File: config.mk
export PLATFORM = sky130hd
export DESIGN_NAME = chnlnk_frame_tx
export DESIGN_NICKNAME = d
export VERILOG_FILES = /design/src/rtl/chnlnk_frame_tx.sv
export SDC_FILE = /design/constraint.sdc
export NUM_CORES = 1
export LEC_CHECK = 0
export CAP_MARGIN = 20
export CELL_PAD_IN_SITES_DETAIL_PLACEMENT = 0
export CELL_PAD_IN_SITES_GLOBAL_PLACEMENT = 2
export CORE_ASPECT_RATIO = 1.5
export CORE_MARGIN = 5
export CORE_UTILIZATION = 37
export DETAILED_ROUTE_END_ITERATION = 8
export DONT_BUFFER_PORTS = 1
export HOLD_SLACK_MARGIN = 0.06
export PLACE_DENSITY = 0.8
export SLEW_MARGIN = 5
export SYNTH_ARGS = -nofsm -noshare
export SYNTH_HDL_FRONTEND = slang
export SYNTH_SLANG_ARGS = --single-unit
File: constraint.sdc
create_clock -name CLK -period 2.86 [get_ports CLK]
set_input_delay 0.572 -clock CLK [delete_from_list [all_inputs] [get_ports CLK]]
set_output_delay 0.572 -clock CLK [all_outputs]
set_load 0.01 [all_outputs]
File: src/rtl/chnlnk_frame_tx.sv
// chnlnk_frame_tx
// Downstream stage of the channel-link frame sequencer. Turns the sequencer's
// per-slot strobes into the 16-bit transmit word stream, with per-byte K-char
// flags, for the 8b/10b serializer. Header words come from HDR_DATA and samples
// from the FIFO (DIN). The sample tail carries the sample index, the running
// CRC-16-CCITT, a status word and a constant trailer. Empty slots carry idle
// commas, and LAST_WRD emits an EOF K-word.
//
// Build option:
//   CHNLNK_SEQ_CHK_EN - when defined, an expected-SEQ checker drives a sticky
//                       SEQ_ERR flag, which also appears in tail word 98.
//                       When undefined, SEQ_ERR is tied low.
//
// Ports:
//   CLK       in   1   clock
//   RST       in   1   asynchronous, active-high reset
//   VALID     in   1   word slot valid this cycle
//   HDR       in   1   slot is a header word (SEQ 0..3)
//   SEQ       in   7   word index within header or sample
//   CLR_CRC   in   1   preset CRC to CRC_INIT
//   LAST_WRD  in   1   event finished, emit EOF_WORD
//   HDR_DATA  in  64   four header words, word n = HDR_DATA[16n+15:16n]
//   DIN       in  16   FIFO sample data
//   SAMP_IDX  in   7   sample number placed in tail word 96
//   TXD       out 16   transmit word (one CLK after the strobes)
//   TXK       out  2   K flags, bit0 -> TXD[7:0], bit1 -> TXD[15:8]
//   CRC_OUT   out 16   running CRC register
//   SEQ_ERR   out  1   sticky sequence-error flag
module chnlnk_frame_tx #(
    parameter logic [15:0] IDLE_WORD = 16'h50BC,
    parameter logic [15:0] EOF_WORD  = 16'hF7F7,
    parameter logic [15:0] TRL_WORD  = 16'hE0E0,
    parameter logic [15:0] CRC_INIT  = 16'hFFFF
) (
    input  logic        CLK,
    input  logic        RST,
    input  logic        VALID,
    input  logic        HDR,
    input  logic [6:0]  SEQ,
    input  logic        CLR_CRC,
    input  logic        LAST_WRD,
    input  logic [63:0] HDR_DATA,
    input  logic [15:0] DIN,
    input  logic [6:0]  SAMP_IDX,
    output logic [15:0] TXD,
    output logic [1:0]  TXK,
    output logic [15:0] CRC_OUT,
    output logic        SEQ_ERR
);

    localparam logic [1:0] ST_IDLE   = 2'd0;
    localparam logic [1:0] ST_HEADER = 2'd1;
    localparam logic [1:0] ST_SAMPLE = 2'd2;
    localparam logic [1:0] ST_TAIL   = 2'd3;

    logic [15:0] txd_q, txd_d;
    logic [1:0]  txk_q, txk_d;
    logic [15:0] crc_q, crc_d;
    logic [1:0]  state_q, state_d;
    logic        seq_err;

    // CRC-16-CCITT, poly 0x1021, MSB first, 16 data bits in one cycle.
    function automatic logic [15:0] crc16_word(input logic [15:0] crc,
                                               input logic [15:0] data);
        logic [15:0] c;
        c = crc;
        for (int i = 15; i >= 0; i--) begin
            if (c[15] ^ data[i]) c = {c[14:0], 1'b0} ^ 16'h1021;
            else                 c = {c[14:0], 1'b0};
        end
        return c;
    endfunction

    // Word selection, in strobe priority order.
    always_comb begin
        txd_d = IDLE_WORD;
        txk_d = 2'b01;
        if (LAST_WRD) begin
            txd_d = EOF_WORD;
            txk_d = 2'b11;
        end else if (VALID) begin
            txk_d = 2'b00;
            if (HDR)                  txd_d = HDR_DATA[{SEQ[1:0], 4'b0000} +: 16];
            else if (SEQ <= 7'd95)    txd_d = DIN;
            else if (SEQ == 7'd96)    txd_d = {9'd0, SAMP_IDX};
            else if (SEQ == 7'd97)    txd_d = crc_q;
            else if (SEQ == 7'd98)    txd_d = {9'd0, seq_err, 6'd0};
            else if (SEQ == 7'd99)    txd_d = TRL_WORD;
            else begin
                txd_d = IDLE_WORD;
                txk_d = 2'b01;
            end
        end
    end

    // CRC covers sample words 0..95 plus the SAMP_IDX word at 96. Sample
    // slots only count once an event has started (state left IDLE).
    always_comb begin
        logic        upd;
        logic [15:0] cdata;
        upd   = VALID && !HDR && (SEQ <= 7'd96) && (state_q != ST_IDLE);
        cdata = (SEQ == 7'd96) ? {9'd0, SAMP_IDX} : DIN;
        crc_d = crc_q;
        if (CLR_CRC)  crc_d = CRC_INIT;
        else if (upd) crc_d = crc16_word(crc_q, cdata);
    end

    // Tracking FSM: where in the event the sequencer currently is.
    always_comb begin
        state_d = state_q;
        if (LAST_WRD) begin
            state_d = ST_IDLE;
        end else if (VALID) begin
            case (state_q)
                ST_IDLE:   if (HDR)                          state_d = ST_HEADER;
                ST_HEADER: if (!HDR && SEQ == 7'd0)          state_d = ST_SAMPLE;
                ST_SAMPLE: if (!HDR && SEQ == 7'd96)         state_d = ST_TAIL;
                ST_TAIL:   if (!HDR && SEQ == 7'd0)          state_d = ST_SAMPLE;
                default:                                     state_d = ST_IDLE;
            endcase
        end
    end

    always_ff @(posedge CLK or posedge RST) begin
        if (RST) begin
            txd_q   <= IDLE_WORD;
            txk_q   <= 2'b01;
            crc_q   <= CRC_INIT;
            state_q <= ST_IDLE;
        end else begin
            txd_q   <= txd_d;
            txk_q   <= txk_d;
            crc_q   <= crc_d;
            state_q <= state_d;
        end
    end

`ifdef CHNLNK_SEQ_CHK_EN
    logic [6:0] exp_q, exp_d;
    logic       err_q, err_d;

    // Expected SEQ advances on every valid slot and restarts at 0 after the
    // last header word, after the trailer and while idle. A new event
    // (header word 0) clears the sticky error.
    always_comb begin
        exp_d = exp_q;
        err_d = err_q;
        if (LAST_WRD) begin
            exp_d = 7'd0;
        end else if (VALID) begin
            if ((HDR && SEQ == 7'd3) || (!HDR && SEQ == 7'd99)) exp_d = 7'd0;
            else                                                 exp_d = exp_q + 7'd1;
            if (SEQ != exp_q || SEQ > 7'd99) err_d = 1'b1;
            if (HDR && SEQ == 7'd0) begin
                err_d = 1'b0;
                exp_d = 7'd1;
            end
        end else if (state_q == ST_IDLE) begin
            exp_d = 7'd0;
        end
    end

    always_ff @(posedge CLK or posedge RST) begin
        if (RST) begin
            exp_q <= 7'd0;
            err_q <= 1'b0;
        end else begin
            exp_q <= exp_d;
            err_q <= err_d;
        end
    end

    assign seq_err = err_q;
`else
    assign seq_err = 1'b0;
`endif

    assign TXD     = txd_q;
    assign TXK     = txk_q;
    assign CRC_OUT = crc_q;
    assign SEQ_ERR = seq_err;

endmodule
==> results of run 1 <==
[flip-flops by register name, indices dropped and copies added, names as in the netlist]
name     cells
state_q      2
TXD         16
CRC_OUT     16
TXK          2
[worst max-delay path by stage]
stage	cells past startpoint	start	end
global placement	7	SEQ[1]	CRC_OUT[13]
finish	6	CRC_OUT[14]	CRC_OUT[14]
detailed placement	7	SEQ[1]	CRC_OUT[13]
floorplan	8	SEQ[0]	CRC_OUT[14]
CTS	6	CRC_OUT[14]	CRC_OUT[14]
global route	6	CRC_OUT[14]	CRC_OUT[14]
[routing by layer]
layer	global-route usage [%]	wire [um]
met2	36.2	5220
met5	0	0
met1	18.3	3250
met4	8.25	316
met3	6.41	733
[power groups by stage]
stage | combinational [mW] | sequential, mW | clock [mW]
2_1_floorplan | 0.428 | 0.582 | 0
3_3_place_gp | 0.507 | 0.593 | 0
3_5_place_dp | 0.509 | 0.594 | 0
4_1_cts | 0.514 | 0.586 | 0.595
5_1_grt | 0.557 | 0.588 | 0.612
6_report | 0.508 | 0.584 | 0.580
[layout by cell type, fill, tap and decap left out, types with 5 or more instances in the layout]
cell type and n:
a211o_1 6, a21o_1 8, a21oi_1 14, a22oi_1 8, buf_4 12, clkbuf_16 5, dfrtp_1 12, dfstp_2 24
mux2i_1 13, mux4_2 16, nand2_1 27, nor2_1 22, nor3_1 8, o211ai_1 5, o21ai_0 18, xnor2_1 29
xnor3_1 5, xor2_1 22
[layout make-up]
type	instances	area (sq um)	share of cell area [%]
Clock buffer	8	156	4.77
Inverter	1	3.75	0.114
Tap cell	105	131	4.00
Sequential cell	36	931	28.4
Multi-Input combinational cell	238	1970	60.0
Timing Repair Buffer	12	90.1	2.74
[cells by family after synthesis]
group | Yosys count | synth area share (%)
xor gates and xnor gates | 58 | 20.3
DFF | 36 | 30.9
other | 1 | 0.125
buffers and inverters | 26 | 3.83
muxes | 29 | 16.3
AOI/OAI and AO/OA | 73 | 16.1
and+or+nand+nor | 77 | 12.4
==> flow_metrics.env, run 1 <==
export IMPL_io_pins=135
export IMPL_clock_latency_ns=0.29
export IMPL_max_slew_margin_pct=41.8
export IMPL_cts_tree="built"
export IMPL_synth_flop_cell="dfstp_2"
export IMPL_slew_violations=0
export IMPL_final_nets=394
export IMPL_die_w_um=83.6
export IMPL_syn_to_final_growth_pct=9.06
export IMPL_clockBufferDepth=2
export IMPL_via_count=2288
export IMPL_path_cells="xor2_1 > xnor2_4 > xnor3_1 > xor3_1 > o21ai_1 > or3b_1"
export IMPL_synth_common_cells="29 x xnor2_1, 27 x nand2_1, 24 x dfstp_2, 22 x nor2_1, 22 x xor2_1"
export IMPL_rr_worst_depth=6
export IMPL_grt_pass1_vias=2477
export IMPL_post_place_ws_ns=0.188
export IMPL_synth_edff_count=0
export IMPL_yosysMostFrequentCell="xnor2_1"
export IMPL_p_leak_nw=1.29
export IMPL_diodes=0
export IMPL_status="finished clean"
export IMPL_end_kind="register"
export IMPL_p_sw_mw=0.482
export IMPL_swShare_pct=28.8
export IMPL_maxCapViolations=0
export IMPL_vias_per_cell=5.72
export IMPL_synth_cells=300
export IMPL_drc=0
export IMPL_crit_buf_inv=0
export IMPL_r2r_start="CRC_OUT[14]"
export IMPL_drt_total_wl_um=9520
export IMPL_numCtsBuffers=5
export IMPL_synthTopCellsByArea="dfstp_2 21%, mux4_2 12%, dfrtp_1 10%"
export IMPL_intPower_mw=1.19
export IMPL_grt_use_total_pct=19.0
export IMPL_r2r_slack_ns=0.37
export IMPL_placed_cell_area_sq_mm=0.00313
export IMPL_antenna_found_initial=0
export IMPL_row_count=40
export IMPL_reg2reg_to="CRC_OUT[14]"
export IMPL_cts_hold_buffers=0
export IMPL_drtPass1Iterations=4
export IMPL_ys_warn_count=0
export IMPL_drive_gt1_share_pct=22.0
export IMPL_io_buffers=0
export IMPL_vdd_drop_max_v=0.000244
export IMPL_critPathLaunchType="register"
export IMPL_grt_overflow_total=0
export IMPL_syn_cell_area_sq_mm=0.00301
export IMPL_cts_setup_buffers=0
export IMPL_clock_sinks=36
export IMPL_place_congestion=0.876
export IMPL_wl_per_cell_um=23.8
export IMPL_die_area_sq_mm=0.0101
export IMPL_cpMaxStageDelayCell="dfstp_2"
export IMPL_dp_hpwl_um=7810
export IMPL_die_h_um=120
export IMPL_combPwrFrac_pct=30.4
export IMPL_drt_initial_drc_count=106
export IMPL_cp_slowest_stage_delay_ns=0.63
export IMPL_cp_arrival_ns=2.70
export IMPL_setup_viol=0
export IMPL_holdWs_ns=0.278
export IMPL_worstSetupPathType="register to register"
export IMPL_synth_net_count=400
export IMPL_skew_ns=0.00843
export IMPL_cp_data_required_time_ns=3.07
export IMPL_grt_first_pass_wirelength_um=14700
export IMPL_tightest_slew_ns=0.872
export IMPL_period_share_pct=87.1
export IMPL_fmax_mhz=402
export IMPL_synthDistinctLibCells=44
export IMPL_core_region_area_sq_mm=0.00796
export IMPL_cts_resized_gates=0
export IMPL_seqPwrFrac_pct=34.9
export IMPL_layout_setup_ws_ns=0.370
export IMPL_clock_root_buffer="clkbuf_16"
export IMPL_final_cell_area_sq_mm=0.00328
export IMPL_fin_crit_ns=2.49
export IMPL_grt_setup_unrepaired="no"
export IMPL_synth_top_area_cell="dfstp_2"
export IMPL_start_util_pct=37.8
export IMPL_ys_async_sr_fraction_pct=100
export IMPL_place_inst=392
export IMPL_final_cell_count_no_fill=400
export IMPL_cp_top_family="XOR/XNOR gates"
export IMPL_fin_tns_setup_ns=0
export IMPL_clkPwrFrac_pct=34.7
export IMPL_clock_tree_htree_level_count=2
export IMPL_worstHoldPathType="input port to async pin"
export IMPL_ys_seq_elements=36
export IMPL_grt_max_degree=38
export IMPL_final_core_util_pct=41.2
export IMPL_final_antenna_net_count=0
export IMPL_yosys_area_top_type_share_pct=21.0
export IMPL_p_total_mw=1.67
export IMPL_synth_avg_cell_area_sq_um=10.0
export IMPL_hold_violations=0
export IMPL_cts_clk_slew_worst_paths_ns=0.06
export IMPL_synth_seq_area_share_pct=30.9
export IMPL_cellPowerDensity_mw_per_mm2=509
export IMPL_fillerInstances=797
export IMPL_crit_fanout=6
(Power assumes the default switching activity.)
==> run 2: changes to the inputs <==
--- a/config.mk
+++ b/config.mk
@@ -15,6 +15,7 @@
 export DONT_BUFFER_PORTS = 1
 export HOLD_SLACK_MARGIN = 0.06
 export PLACE_DENSITY = 0.8
+export RECOVER_POWER = 100
 export SLEW_MARGIN = 5
 export SYNTH_ARGS = -nofsm -noshare
 export SYNTH_HDL_FRONTEND = slang
==> run 2 against run 1 <==
  * Clock skew is 0.00068 ns lower
  * Via count stayed put
  * Clock-buffer cell count stayed put
  * Total power is 1.1% lower
==> flow_metrics.env, run 2 (synthesis gave the netlist of run 1 again) <==
export IMPL_grt_pass1_vias=2477
export IMPL_status="finished clean"
export IMPL_most_common_layout_cells="29 x xnor2_1, 27 x nand2_1, 23 x dfstp_1"
export IMPL_clock_tree_htree_level_count=2
export IMPL_cts_setup_buffers=0
export IMPL_start_util_pct=37.8
export IMPL_grt_setup_unrepaired="no"
export IMPL_grt_max_degree=38
export IMPL_crit_fanout=6
export IMPL_place_inst=392
export IMPL_fmax_mhz=387
export IMPL_tightest_slew_ns=1.15
export IMPL_worstHoldPathType="input port to async pin"
export IMPL_end_kind="register"
export IMPL_crit_end="CRC_OUT[7]"
export IMPL_ff_latch_area_sq_um=931
export IMPL_crit_buf_inv=1
export IMPL_core_region_area_sq_mm=0.00796
export IMPL_final_cell_count_no_fill=400
export IMPL_cp_slowest_stage_delay_ns=0.71
export IMPL_cp_arrival_ns=2.78
export IMPL_grt_first_pass_wirelength_um=14700
export IMPL_clockBufferDepth=2
export IMPL_final_nets=394
export IMPL_numCtsBuffers=5
export IMPL_drtPass1Iterations=4
export IMPL_reg2reg_to="CRC_OUT[7]"
export IMPL_clock_sinks=36
export IMPL_layout_setup_ws_ns=0.277
export IMPL_maxCapViolations=0
export IMPL_critPathLaunchType="register"
export IMPL_fin_tns_setup_ns=0
export IMPL_layout_commonest_cell="xnor2_1"
export IMPL_cts_resized_gates=0
export IMPL_vdd_drop_max_v=0.000243
export IMPL_drt_initial_drc_count=97
export IMPL_io_buffers=0
export IMPL_antenna_found_initial=0
export IMPL_holdWs_ns=0.271
export IMPL_io_pins=135
export IMPL_r2r_slack_ns=0.28
export IMPL_path_depth=7
export IMPL_fillerInstances=806
export IMPL_period_share_pct=90.3
export IMPL_syn_to_final_growth_pct=7.90
export IMPL_via_count=2288
export IMPL_fin_crit_ns=2.58
export IMPL_cellPowerDensity_mw_per_mm2=509
export IMPL_cts_tree="built"
export IMPL_p_total_mw=1.65
export IMPL_die_area_sq_mm=0.0101
export IMPL_r2r_start="CRC_OUT[14]"
export IMPL_row_count=40
export IMPL_cp_data_required_time_ns=3.06
export IMPL_slew_violations=0
export IMPL_path_cells="xor2_1 > xnor2_4 > xnor3_1 > clkbuf_1 > xor2_1 > xor2_1 > o21ai_0"
export IMPL_drc=0
export IMPL_max_slew_margin_pct=23.4
export IMPL_wl_per_cell_um=23.8
export IMPL_clock_root_buffer="clkbuf_16"
export IMPL_die_h_um=120
export IMPL_worstSetupPathType="register to register"
export IMPL_post_place_ws_ns=0.188
export IMPL_die_w_um=83.6
export IMPL_drt_total_wl_um=9530
export IMPL_setup_viol=0
export IMPL_cts_hold_buffers=0
export IMPL_dp_hpwl_um=7810
export IMPL_cts_clk_slew_worst_paths_ns=0.06
export IMPL_place_congestion=0.876
export IMPL_cpMaxStageDelayCell="dfstp_1"
export IMPL_diodes=0
export IMPL_multi_input_area_sq_mm=0.00196
export IMPL_skew_ns=0.00775
export IMPL_crit_path_start="CRC_OUT[14]"
export IMPL_drive_gt1_share_pct=11.2
export IMPL_worst_path_most_repeated_cell="xor2_1"
export IMPL_grt_use_total_pct=19.0
export IMPL_grt_overflow_total=0
export IMPL_final_core_util_pct=40.8
export IMPL_hold_violations=0
export IMPL_final_cell_area_sq_mm=0.00325
export IMPL_clock_latency_ns=0.29
export IMPL_final_antenna_net_count=0
export IMPL_vias_per_cell=5.72
export IMPL_rr_worst_depth=7
export IMPL_placed_cell_area_sq_mm=0.00313
export IMPL_cp_top_family="XOR/XNOR gates"
export IMPL_p_leak_nw=1.23
## run 2: changes by cell type in the layout (fill, tap and decap cells not counted), sizes merged
cell    change
clkbuf      +8
buf         -8
## run 2: cell type report
cell class	count	share of cell area (%)
sequential	36	28.7
multi-input combinational	238	60.5
clock buffer	8	4.82
tap	105	4.05
timing repair buffer	12	1.85
inverter	1	0.116
## run 2: report_power, final
part,switching (mW),total (mW),leakage (nW),internal (mW)
clock,0.208,0.578,0.0772,0.371
combinational,0.237,0.497,0.785,0.260
sequential,0.0356,0.578,0.365,0.542
total,0.480,1.65,1.23,1.17
## run 2: layer usage
metal  routed length, um  share of wire, %  GRT usage (%)
met5                   0                 0              0
met3                 760               8.0           6.41
met2                5270                55           36.2
met1                3210                34           18.3
met4                 284               3.0           8.25
## run 2: how the worst min path moves through the flow
| stage | from | endpoint |
|---|---|---|
| floorplan | state_q[1] | state_q[1] |
| global placement | CRC_OUT[2] | CRC_OUT[2] |
| detailed placement | CRC_OUT[2] | CRC_OUT[2] |
| CTS | RST | state_q[0] |
| global route | LAST_WRD | TXK[1] |
| finish | RST | state_q[0] |
==> run 3: changes to the inputs <==
--- a/config.mk
+++ b/config.mk
@@ -10,12 +10,13 @@
 export CELL_PAD_IN_SITES_GLOBAL_PLACEMENT = 2
 export CORE_ASPECT_RATIO = 1.5
 export CORE_MARGIN = 5
-export CORE_UTILIZATION = 37
+export CORE_UTILIZATION = 25
+export CTS_CLUSTER_DIAMETER = 40
 export DETAILED_ROUTE_END_ITERATION = 8
 export DONT_BUFFER_PORTS = 1
 export HOLD_SLACK_MARGIN = 0.06
-export PLACE_DENSITY = 0.8
-export RECOVER_POWER = 100
+export PLACE_DENSITY = 0.58
+export RECOVER_POWER = 25
 export SLEW_MARGIN = 5
 export SYNTH_ARGS = -nofsm -noshare
 export SYNTH_HDL_FRONTEND = slang
==> run 3 against run 2 <==
  * The run now ends with capacitance limit, slew limit left
  * Cell count rose by 13%
  * Worst hold slack improved by 0.042 ns
  * Combinational power rose by 6.0%
  * Design area rose by 3.7%
  * Clock-buffer cell count did not move
==> flow_metrics.env, run 3 (synthesis gave the netlist of run 1 again) <==
export IMPL_status="finished, violations left"
export IMPL_violations="capacitance limit, slew limit"
export IMPL_fin_tns_setup_ns=0
export IMPL_most_common_layout_cells="29 x xnor2_1, 27 x nand2_1, 24 x dfstp_2"
export IMPL_grt_use_total_pct=14.8
export IMPL_fmax_mhz=385
export IMPL_syn_to_final_growth_pct=11.9
export IMPL_antenna_found_initial=0
export IMPL_row_count=49
export IMPL_maxCapViolations=1
export IMPL_grt_max_degree=38
export IMPL_seqPwrFrac_pct=34.5
export IMPL_die_area_sq_mm=0.0144
export IMPL_clock_latency_ns=0.28
export IMPL_layout_commonest_cell="xnor2_1"
export IMPL_layout_setup_ws_ns=0.261
export IMPL_via_count=2266
export IMPL_grt_overflow_total=0
export IMPL_setup_viol=0
export IMPL_worstSetupPathType="register to register"
export IMPL_final_antenna_net_count=0
export IMPL_cts_hold_buffers=0
export IMPL_clock_tree_htree_level_count=2
export IMPL_r2r_start="CRC_OUT[11]"
export IMPL_cts_setup_buffers=0
export IMPL_skew_ns=0.00756
export IMPL_holdWs_ns=0.313
export IMPL_die_h_um=144
export IMPL_slew_violations=37
export IMPL_vdd_drop_max_v=0.000234
export IMPL_grt_setup_unrepaired="no"
export IMPL_drt_total_wl_um=10600
export IMPL_end_kind="register"
export IMPL_grt_first_pass_wirelength_um=16000
export IMPL_swShare_pct=29.2
export IMPL_drtPass1Iterations=4
export IMPL_cp_arrival_ns=2.81
export IMPL_crit_end="CRC_OUT[15]"
export IMPL_dp_hpwl_um=8580
export IMPL_clockBufferDepth=2
export IMPL_cts_tree="built"
export IMPL_place_congestion=0.796
export IMPL_core_region_area_sq_mm=0.0119
export IMPL_drc=0
export IMPL_r2r_slack_ns=0.26
export IMPL_cts_resized_gates=0
export IMPL_io_pins=135
export IMPL_fin_crit_ns=2.60
export IMPL_clock_sinks=36
export IMPL_post_place_ws_ns=0.122
export IMPL_cp_data_required_time_ns=3.07
export IMPL_reg2reg_to="CRC_OUT[15]"
export IMPL_drive_gt1_share_pct=22.2
export IMPL_numCtsBuffers=5
export IMPL_drt_initial_drc_count=51
export IMPL_clkPwrFrac_pct=34.5
export IMPL_rr_worst_depth=7
export IMPL_p_total_mw=1.70
export IMPL_diodes=0
export IMPL_hold_violations=0
export IMPL_start_util_pct=25.3
export IMPL_crit_path_start="CRC_OUT[11]"
export IMPL_wl_per_cell_um=23.6
export IMPL_crit_fanout=6
export IMPL_combPwrFrac_pct=31.0
export IMPL_critPathLaunchType="register"
export IMPL_cts_clk_slew_worst_paths_ns=0.06
export IMPL_period_share_pct=90.9
export IMPL_max_slew_margin_pct=-37.5
export IMPL_clock_root_buffer="clkbuf_16"
export IMPL_intPower_mw=1.20
export IMPL_worstHoldPathType="input port to register"
export IMPL_tightest_slew_ns=2.06
export IMPL_cellPowerDensity_mw_per_mm2=505
export IMPL_die_w_um=99.6
export IMPL_vias_per_cell=5.04
export IMPL_p_leak_nw=1.30
export IMPL_p_sw_mw=0.496
export IMPL_io_buffers=0
export IMPL_final_nets=396
export IMPL_grt_pass1_vias=2552
-- run 3: cell count changes in the layout (fill, tap and decap cells not counted), sizes merged --
cell | previous run | this run
clkbuf | 16 | 9
buf | 4 | 13
-- run 3: worst max-delay path: stages, from the launching register on --
cell     delay, ns
dfstp_2       0.64
xor2_1        0.21
xnor2_1       0.19
xor2_1        0.32
xnor3_1       0.47
xnor2_1       0.19
o21a_1        0.17
or3_1         0.33
-- run 3: routing by layer --
| metal | track usage (%) | share of wire, % | vias up |
|---|---|---|---|
| met2 | 29.6 | 58 | 73 |
| li1 | - | - | 1058 |
| met3 | 4.78 | 7.1 | 5 |
| met5 | 0 | 0 | - |
| met4 | 3.81 | 1.2 | 0 |
| met1 | 14.3 | 34 | 1130 |
-- run 3: worst min path at each step --
stage	startpoint	endpoint	slack, ns	depth (start not counted)
floorplan	state_q[1]	state_q[1]	0.51	2
finish	LAST_WRD	TXK[1]	0.31	0
global placement	CRC_OUT[2]	CRC_OUT[2]	0.54	2
global route	LAST_WRD	TXK[1]	0.30	0
CTS	LAST_WRD	TXK[1]	0.31	0
detailed placement	CRC_OUT[2]	CRC_OUT[2]	0.55	2
-- run 3: cell type report --
class,count,area [sq um]
clock buffer,8,156
tap,153,191
inverter,1,3.75
sequential,36,931
timing repair buffer,14,114
multi-input combinational,238,1970
fill,1294,8530
-- run 3: per-stage QoR --
| step | utilization (%) | instance area, sq um | cells |
|---|---|---|---|
| after global placement | 27.0 | 3210 | 442 |
| after detailed placement | 27.0 | 3210 | 442 |
| after CTS | 28.3 | 3370 | 450 |
| final | 28.3 | 3370 | 450 |
| after global routing | 28.3 | 3370 | 450 |
| after floorplan | - | 3010 | 300 |
-- run 3: power by group through the flow --
stage	registers (mW)	clock network [mW]	logic, mW
floorplan	0.582	0	0.428
global placement	0.595	0	0.532
detailed placement	0.596	0	0.530
CTS	0.588	0.607	0.536
global route	0.590	0.625	0.569
finish	0.586	0.586	0.527
